===== config.mk =====
export PLATFORM = sky130hd
export DESIGN_NAME = param_password_lock
export DESIGN_NICKNAME = d
export VERILOG_FILES = /design/src/rtl/param_password_lock.sv
export SDC_FILE = /design/constraint.sdc
export NUM_CORES = 1
export LEC_CHECK = 0
export CORE_AREA = 4 4 76 95
export DETAILED_ROUTE_END_ITERATION = 10
export DIE_AREA = 0 0 80 99
export GPL_ROUTABILITY_DRIVEN = 0
export PLACE_DENSITY = 0.7
export SLEW_MARGIN = 20
export SYNTH_ARGS = -nofsm -noshare
export SYNTH_HDL_FRONTEND = slang
export SYNTH_SLANG_ARGS = --single-unit
export TNS_END_PERCENT = 100

===== constraint.sdc =====
create_clock -name clk -period 4.83 [get_ports clk]
set_input_delay 1.2075 -clock clk [delete_from_list [all_inputs] [get_ports clk]]
set_output_delay 1.2075 -clock clk [all_outputs]
set_load 0.01 [all_outputs]

===== src/rtl/param_password_lock.sv =====
// Parameterized digit-entry password lock.
// Digits shift in MSB-first. A full entry is checked in a one-cycle CHECK
// state. Repeated wrong entries lead to a timed LOCKOUT. While unlocked, the
// password can be viewed, changed or the block relocked.
module param_password_lock #(
  parameter int NUM_DIGITS     = 4,
  parameter int DIGIT_W        = 4,
  parameter int MAX_ATTEMPTS   = 3,
  parameter int LOCKOUT_CYCLES = 16,
  parameter logic [NUM_DIGITS*DIGIT_W-1:0] DEFAULT_PASS = 16'h1234
) (
  input  logic                                    clk,
  input  logic                                    reset,
  input  logic [DIGIT_W-1:0]                      digit,
  input  logic                                    enter,
  input  logic                                    set_pass,
  input  logic                                    view_pass,
  input  logic                                    lock,
  output logic                                    green_led,
  output logic                                    red_led,
  output logic                                    alarm,
  output logic [NUM_DIGITS*DIGIT_W-1:0]           viewed_pass,
  output logic [$clog2(MAX_ATTEMPTS+1)-1:0]       attempts_left
);

  localparam int PW = NUM_DIGITS * DIGIT_W;
  localparam int AW = $clog2(MAX_ATTEMPTS + 1);
  localparam int CW = $clog2(NUM_DIGITS + 1);
  localparam int LW = $clog2(LOCKOUT_CYCLES + 1);

  typedef enum logic [2:0] {
    S_LOCKED, S_CHECK, S_UNLOCKED, S_SET_NEW, S_LOCKOUT
  } state_t;

  state_t          state, nstate;
  logic [PW-1:0]   entry, stored, entry_shift;
  logic [CW-1:0]   dcnt;
  logic [LW-1:0]   lcnt;
  logic            take, last_digit, match, to_locked, start_set;

  // A digit is taken only while collecting; lock wins over a digit in SET_NEW.
  assign take        = enter && ((state == S_LOCKED) || (state == S_SET_NEW && !lock));
  assign last_digit  = take && (dcnt == CW'(NUM_DIGITS - 1));
  assign entry_shift = (entry << DIGIT_W) | PW'(digit);
  assign match       = (entry == stored);
  assign to_locked   = (nstate == S_LOCKED) && (state != S_LOCKED);
  assign start_set   = (state == S_UNLOCKED) && set_pass && !lock;

  // State register.
  always_ff @(posedge clk or posedge reset) begin
    if (reset) state <= S_LOCKED;
    else       state <= nstate;
  end

  // Next-state logic.
  always_comb begin
    nstate = state;
    case (state)
      S_LOCKED:   if (last_digit) nstate = S_CHECK;
      S_CHECK: begin
        if (match)                         nstate = S_UNLOCKED;
        else if (attempts_left > AW'(1))   nstate = S_LOCKED;
        else                               nstate = S_LOCKOUT;
      end
      S_UNLOCKED: begin
        if (lock)          nstate = S_LOCKED;
        else if (set_pass) nstate = S_SET_NEW;
      end
      S_SET_NEW: begin
        if (lock)            nstate = S_LOCKED;
        else if (last_digit) nstate = S_UNLOCKED;
      end
      S_LOCKOUT:  if (lcnt == '0) nstate = S_LOCKED;
      default:    nstate = S_LOCKED;
    endcase
  end

  // Moore output decode.
  always_comb begin
    green_led = 1'b0;
    red_led   = 1'b0;
    alarm     = 1'b0;
    case (state)
      S_UNLOCKED, S_SET_NEW: green_led = 1'b1;
      S_LOCKOUT: begin red_led = 1'b1; alarm = 1'b1; end
      default:   red_led = 1'b1;
    endcase
  end

  // Entry shift register and digit counter; both clear on every entry to LOCKED.
  always_ff @(posedge clk or posedge reset) begin
    if (reset) begin
      entry <= '0;
      dcnt  <= '0;
    end else if (to_locked || start_set) begin
      entry <= '0;
      dcnt  <= '0;
    end else if (take) begin
      entry <= entry_shift;
      dcnt  <= last_digit ? '0 : dcnt + CW'(1);
    end
  end

  // Remaining wrong attempts: reloaded on match or lockout expiry.
  always_ff @(posedge clk or posedge reset) begin
    if (reset) attempts_left <= AW'(MAX_ATTEMPTS);
    else if (state == S_CHECK)
      attempts_left <= match ? AW'(MAX_ATTEMPTS)
                     : (attempts_left > AW'(1)) ? attempts_left - AW'(1) : '0;
    else if (state == S_LOCKOUT && lcnt == '0)
      attempts_left <= AW'(MAX_ATTEMPTS);
  end

  // Lockout down-counter: the state lasts LOCKOUT_CYCLES cycles.
  always_ff @(posedge clk or posedge reset) begin
    if (reset) lcnt <= '0;
    else if (state == S_CHECK && nstate == S_LOCKOUT) lcnt <= LW'(LOCKOUT_CYCLES - 1);
    else if (state == S_LOCKOUT && lcnt != '0)        lcnt <= lcnt - LW'(1);
  end

  // Stored password: written on the edge that takes the final new digit.
  always_ff @(posedge clk or posedge reset) begin
    if (reset) stored <= DEFAULT_PASS;
    else if (state == S_SET_NEW && last_digit) stored <= entry_shift;
  end

  // Viewed password: latched on request, cleared whenever the block relocks.
  always_ff @(posedge clk or posedge reset) begin
    if (reset) viewed_pass <= '0;
    else if (to_locked) viewed_pass <= '0;
    else if (state == S_UNLOCKED && view_pass && !lock && !set_pass) viewed_pass <= stored;
  end

endmodule


==> results_dict.tcl, run 1 <==
set metrics [dict create \
    drt-initial-drc-count 49 \
    leakagePower_uw 0.00181 \
    setup.worst_path.end_class "flop" \
    ios 31 \
    post-route-cell-area_mm2 0.00361 \
    min_path_cells 2 \
    diodes 0 \
    finalClockSkew_ns 0.00386 \
    worstSetupPathType "in2reg" \
    rsz0062_at_grt "false" \
    min_period_ns 3.18 \
    fmax_ghz 0.315 \
    vias_per_cell 5.59 \
    fillers 551 \
    die_h_um 99 \
    synth_seq_cells 61 \
    worst_pin_slew_ns 0.831 \
    outcome "completed" \
    cts_hold_buf 0 \
    yosysTopAreaCell "dfrtp_1" \
    multi_input_area_mm2 0.00140 \
    cts_made_buffers 9 \
    cap_violations 0 \
    min_period_over_period_pct 65.8 \
    drv_slew 0 \
    postCtsSetupRepairBufs 0 \
    grt_pass1_vias 2099 \
    rows 32 \
    fin_util_pct 57.8 \
    cts-root-buf "clkbuf_8" \
    synth_cells 247 \
    clock-sinks 61 \
    seq_area_mm2 0.00154 \
    worstReg2RegEnd "entry[12]$_DFFE_PP0P_" \
    wl_um 6050 \
    drt_pass1_iterations 4 \
    portBuffers 30 \
    synth-async-reset-ratio_pct 100 \
    synth_nets 260 \
    power-per-cell-area_mw_per_mm2 493 \
    finalHoldViolations 0 \
    stdcell_count 366 \
    relSlewSlack_pct 44.4 \
    synth_edf_count 0 \
    dieArea_mm2 0.00792 \
    overflow 0 \
    hp-start "attempts_left[0]$_DFFE_PP1P_" \
    htreeDepth 3 \
    start_kind "input pin" \
    clockBufferDepth 2 \
    antenna_found_initial 0 \
    clkSlewWorstSetupHoldPaths_ns 0.06 \
    ir_worst_vdd_mv 0.249 \
    ys_types 43 \
    setup_viol 0 \
    syn_avg_cell_area_um2 12.5 \
    synth.top_cell.area_share_pct 43.9 \
    ys_seq_area_share_pct 49.9 \
    post_cts_resized 0 \
    r2r_slack_ns 2.10 \
    dp_hpwl_um 3840 \
    num_vias 2047 \
    grt_max_degree 37 \
    cts_tree "yes" \
    die_w_um 80 \
    r2r.worst_path.cells 6 \
    drc_errors 0 \
    crit_required_ns 5.05 \
    yosys-top-cells-count "54 x dfrtp_1, 33 x mux2i_1, 21 x a21oi_1" \
    crit_arrival_ns 3.40 \
    yosys_warnings 0 \
    placed_cell_area_mm2 0.00342 \
    drive_above_1_share_pct 22.8 \
    wl_per_cell_um 16.5 \
    grtUsageTotal_pct 16.7 \
    hp-class "reg2reg" \
    crit-reg2reg-launch "stored[14]$_DFFE_PP0P_" \
    dp_cells 349 \
    ys.flop_type "dfrtp_1" \
    initial_utilization_pct 49.2 \
    core_mm2 0.00625 \
    ant_nets 0 \
    synth_most_common_cell "dfrtp_1" \
    cp_max_fo 16 \
    syn_to_final_growth_pct 17.3 \
    synth_area_mm2 0.00308 \
    nets 289 \
    setup_tns_ns 0 \
    clock_latency_ns 0.33 \
    synthTopCellsByArea "dfrtp_1 44%, mux2i_1 11%, a221oi_2 6.3%, dfstp_2 6.0%, mux2_2 5.1%" \
    hold-path-endpoint "attempts_left[0]$_DFFE_PP1P_" \
    grt_pass1_wl_um 10300 \
]
critical path, cell delays in order:
cell and delay, ns:
clkdlybuf4s50_1 0.47, nor2b_1 0.23, a21oi_1 0.10, or2_1 0.26, nor3_4 0.72, mux2_2 0.41
metrics by stage:
stage	hold slack, ns	worst slack, ns	total power, uW
after global routing	0.560	1.55	1900
after floorplan	0.499	2.04	1270
after global placement	0.498	1.37	1360
final	0.532	1.65	1780
after detailed placement	0.513	1.29	1380
after CTS	0.524	1.65	1780
flip-flops by register name, summed over array words and instances, names as in the netlist:
register and cells:
entry 16, dcnt 3, stored 16, attempts_left 2, state 3, viewed_pass 16
lcnt 5
layout make-up:
cell class,count,share of cell area [%]
clock inverters,1,0.139
multi-input cells,158,38.8
flip-flops and latches,61,42.5
inverters,9,0.936
clock buffers,15,4.61
well taps,85,2.95
repair buffers,37,9.99
cell families after synthesis:
family                     synth area share (%)
and+or+nand+nor                            7.89
xor gates and xnor gates                   5.70
adders and majority gates                  1.22
buffers and inverters                      4.92
DFF                                        49.9
muxes                                      16.6
AOI/OAI and AO/OA                          13.8
power by group:
group / switching (uW) / internal (uW) / leakage, uW
sequential: 101 / 621 / 0.000796
combinational: 373 / 284 / 0.000930
clock: 186 / 214 / 0.0000877
total: 660 / 1120 / 0.00181
layer usage:
| layer | GRT usage [%] | up-vias | wire, um |
|---|---|---|---|
| met5 | 0 | - | 0 |
| met4 | 6.50 | 0 | 99 |
| met3 | 4.48 | 8 | 224 |
| met2 | 25.6 | 39 | 2940 |
| met1 | 22.6 | 1036 | 2780 |
| li1 | - | 964 | - |
worst max path at each step:
stage	start	to	slack (ns)	cells past startpoint
floorplan	lock	stored[0]$_DFFE_PP0P_	2.04	7
global placement	lock	stored[8]$_DFFE_PP0P_	1.37	6
detailed placement	lock	stored[13]$_DFFE_PP0P_	1.29	6
CTS	lock	stored[8]$_DFFE_PP0P_	1.65	6
global route	lock	stored[3]$_DFFE_PP0P_	1.55	6
finish	lock	stored[8]$_DFFE_PP0P_	1.65	6
layout by cell type (no fill, tap or decap), drive strengths merged, types with 2 or more instances in the layout:
cell type	n
dfstp	7
nor2	4
a221oi	17
a21oi	22
dfrtp	54
nand3	2
nand2b	3
buf	7
clkbuf	15
nor4	5
ha	3
clkdlybuf4s50	30
mux2	16
o211ai	2
nor2b	2
xor2	18
mux2i	33
inv	9
xnor2	2
nor3	3
nand2	12
(Power assumes the default switching activity.)
==> inputs of run 2 (changes only) <==
--- a/config.mk
+++ b/config.mk
@@ -9,7 +9,7 @@
 export DETAILED_ROUTE_END_ITERATION = 10
 export DIE_AREA = 0 0 80 99
 export GPL_ROUTABILITY_DRIVEN = 0
-export PLACE_DENSITY = 0.7
+export PLACE_DENSITY = 0.72
 export SLEW_MARGIN = 20
 export SYNTH_ARGS = -nofsm -noshare
 export SYNTH_HDL_FRONTEND = slang
==> constraint.sdc (replaced) <==
create_clock -name clk -period 2.79 [get_ports clk]
set_input_delay 0.6975 -clock clk [delete_from_list [all_inputs] [get_ports clk]]
set_output_delay 0.6975 -clock clk [all_outputs]
set_load 0.01 [all_outputs]
==> run 2 against run 1 <==
Hold slack worse by 0.0091 ns. Routed wire length up 0.60%. Flip-flop and latch count unchanged. Count of clock-buffer cells in the layout down 1. Via count down 0.59%. Clock skew up 0.0033 ns. Sequential power up 73%. Register-to-register slack worse by 1.6 ns. Non-clock buffer count up 3. Utilization up 0.90 points.
==> results_dict.tcl, run 2 (synthesized netlist as in run 1, its figures left out) <==
set metrics [dict create \
    grt_pass1_vias 2126 \
    ant_nets 0 \
    layout_commonest_cell "dfrtp_1" \
    min_period_over_period_pct 85.3 \
    cp_slowest_stage_delay_ns 0.54 \
    power-per-cell-area_mw_per_mm2 846 \
    crit_required_ns 2.09 \
    fmax_ghz 0.420 \
    dp_hpwl_um 3840 \
    cts-root-buf "clkbuf_8" \
    clock-sinks 61 \
    hp-class "reg2reg" \
    path_cells "nor2_1, nand2_1, inv_1, clkdlybuf4s50_1" \
    antenna_found_initial 0 \
    post-route-cell-area_mm2 0.00366 \
    grtUsageTotal_pct 16.9 \
    fin_ws_ns 0.411 \
    seq_area_mm2 0.00154 \
    finalHoldViolations 0 \
    start_kind "flop" \
    nets 292 \
    switching_power_uw 1140 \
    die_h_um 99 \
    ir_worst_vdd_mv 0.387 \
    clock_latency_ns 0.33 \
    vias_per_cell 5.51 \
    placed_cell_area_mm2 0.00350 \
    overflow 0 \
    relSlewSlack_pct 64.6 \
    drt-initial-drc-count 67 \
    grt_max_degree 40 \
    worst_pin_slew_ns 0.526 \
    finalClockSkew_ns 0.00720 \
    wl_um 6090 \
    dp_cells 353 \
    cap_violations 0 \
    drc_errors 0 \
    postCtsSetupRepairBufs 0 \
    leakagePower_uw 0.00184 \
    fillers 555 \
    outcome "completed" \
    initial_utilization_pct 49.2 \
    netSwitchingFraction_pct 36.9 \
    ios 31 \
    wl_per_cell_um 16.5 \
    cts_tree "yes" \
    setup.worst_path.end_class "output port" \
    mostFrequentLayoutCells "54 x dfrtp_1, 33 x mux2i_1, 30 x clkdlybuf4s50_1" \
    setup_viol 0 \
    htreeDepth 3 \
    pwr-share-comb_pct 38.2 \
    dp_slack_ns 0.160 \
    core_mm2 0.00625 \
    die_w_um 80 \
    diodes 0 \
    stdcell_count 369 \
    p_int_uw 1960 \
    cp_max_fo 7 \
    drive_above_1_share_pct 23.6 \
    num_vias 2035 \
    drv_slew 0 \
    min_period_ns 2.38 \
    setup_tns_ns 0 \
    slowest_stage "clkdlybuf4s50_1" \
    clockBufferDepth 2 \
    cts_hold_buf 0 \
    cts_made_buffers 9 \
    grt_pass1_wl_um 10500 \
    rsz0062_at_grt "false" \
    post_cts_resized 0 \
    p_clk_share_pct 21.4 \
    clkSlewWorstSetupHoldPaths_ns 0.07 \
    crit_arrival_ns 1.68 \
    drt_pass1_iterations 4 \
    syn_to_final_growth_pct 19.2 \
    portBuffers 30 \
    largest_registers "entry: 16 flops, stored: 16 flops, viewed_pass: 16 flops" \
    rows 32 \
    worstSetupPathType "reg2out" \
    multi_input_area_mm2 0.00140 \
    dieArea_mm2 0.00792 \
    power_frac_seq_pct 40.5 \
]
## run 2: cell types whose count changed in the layout (fill, tap and decap cells not counted), sizes merged
cell and delta:
buf +3, clkbuf -1, clkinv +1
## run 2: power by group through the flow
stage / Combinational [uW] / Clock (uW) / Sequential (uW)
2_1_floorplan: 975 / 0 / 1220
4_1_cts: 1200 / 684 / 1250
3_5_place_dp: 1190 / 0 / 1270
6_report: 1180 / 663 / 1250
3_3_place_gp: 1170 / 0 / 1260
5_1_grt: 1300 / 728 / 1290
## run 2: layout make-up
cell class,instances,area share (%)
clock buffers,14,4.17
clock inverters,2,0.273
flip-flops and latches,61,41.9
inverters,9,0.922
well taps,85,2.90
repair buffers,40,11.6
multi-input cells,158,38.2
## run 2: final timing paths
path	slack [ns]	startpoint	cells past startpoint	endpoint
max in group asynchronous	1.44	reset	3	stored[12]$_DFFE_PP1P_
min in group asynchronous	0.71	reset	2	dcnt[1]$_DFFE_PP0P_
worst max register to register	0.55	stored[14]$_DFFE_PP0P_	6	dcnt[0]$_DFFE_PP0P_
worst min-delay path	0.52	attempts_left[0]$_DFFE_PP1P_	2	attempts_left[0]$_DFFE_PP1P_
worst max-delay path	0.41	state[0]$_DFF_PP0_	4	alarm
worst min register to register	0.52	attempts_left[0]$_DFFE_PP1P_	2	attempts_left[0]$_DFFE_PP1P_
## run 2: critical path, delay by kind of cell, from the launching register on
family,cells,cell delay [ns]
buf+inv,2,0.64
flops,1,0.45
simple gates,2,0.25
## run 2: metrics by stage
step                hold slack [ns]  total power [uW]  util [%]
finish                        0.523              3100      58.7
global placement              0.494              2430      56.1
CTS                           0.525              3140      58.7
global route                  0.559              3310      58.7
floorplan                     0.499              2190         -
detailed placement            0.513              2460      56.1
## run 2: metal layers
metal	vias up	GRT usage (%)	share of wire [%]
met3	9	4.02	4.5
li1	975	-	-
met1	1009	22.8	45
met5	-	0	0
met4	0	6.37	1.3
met2	42	26.2	49
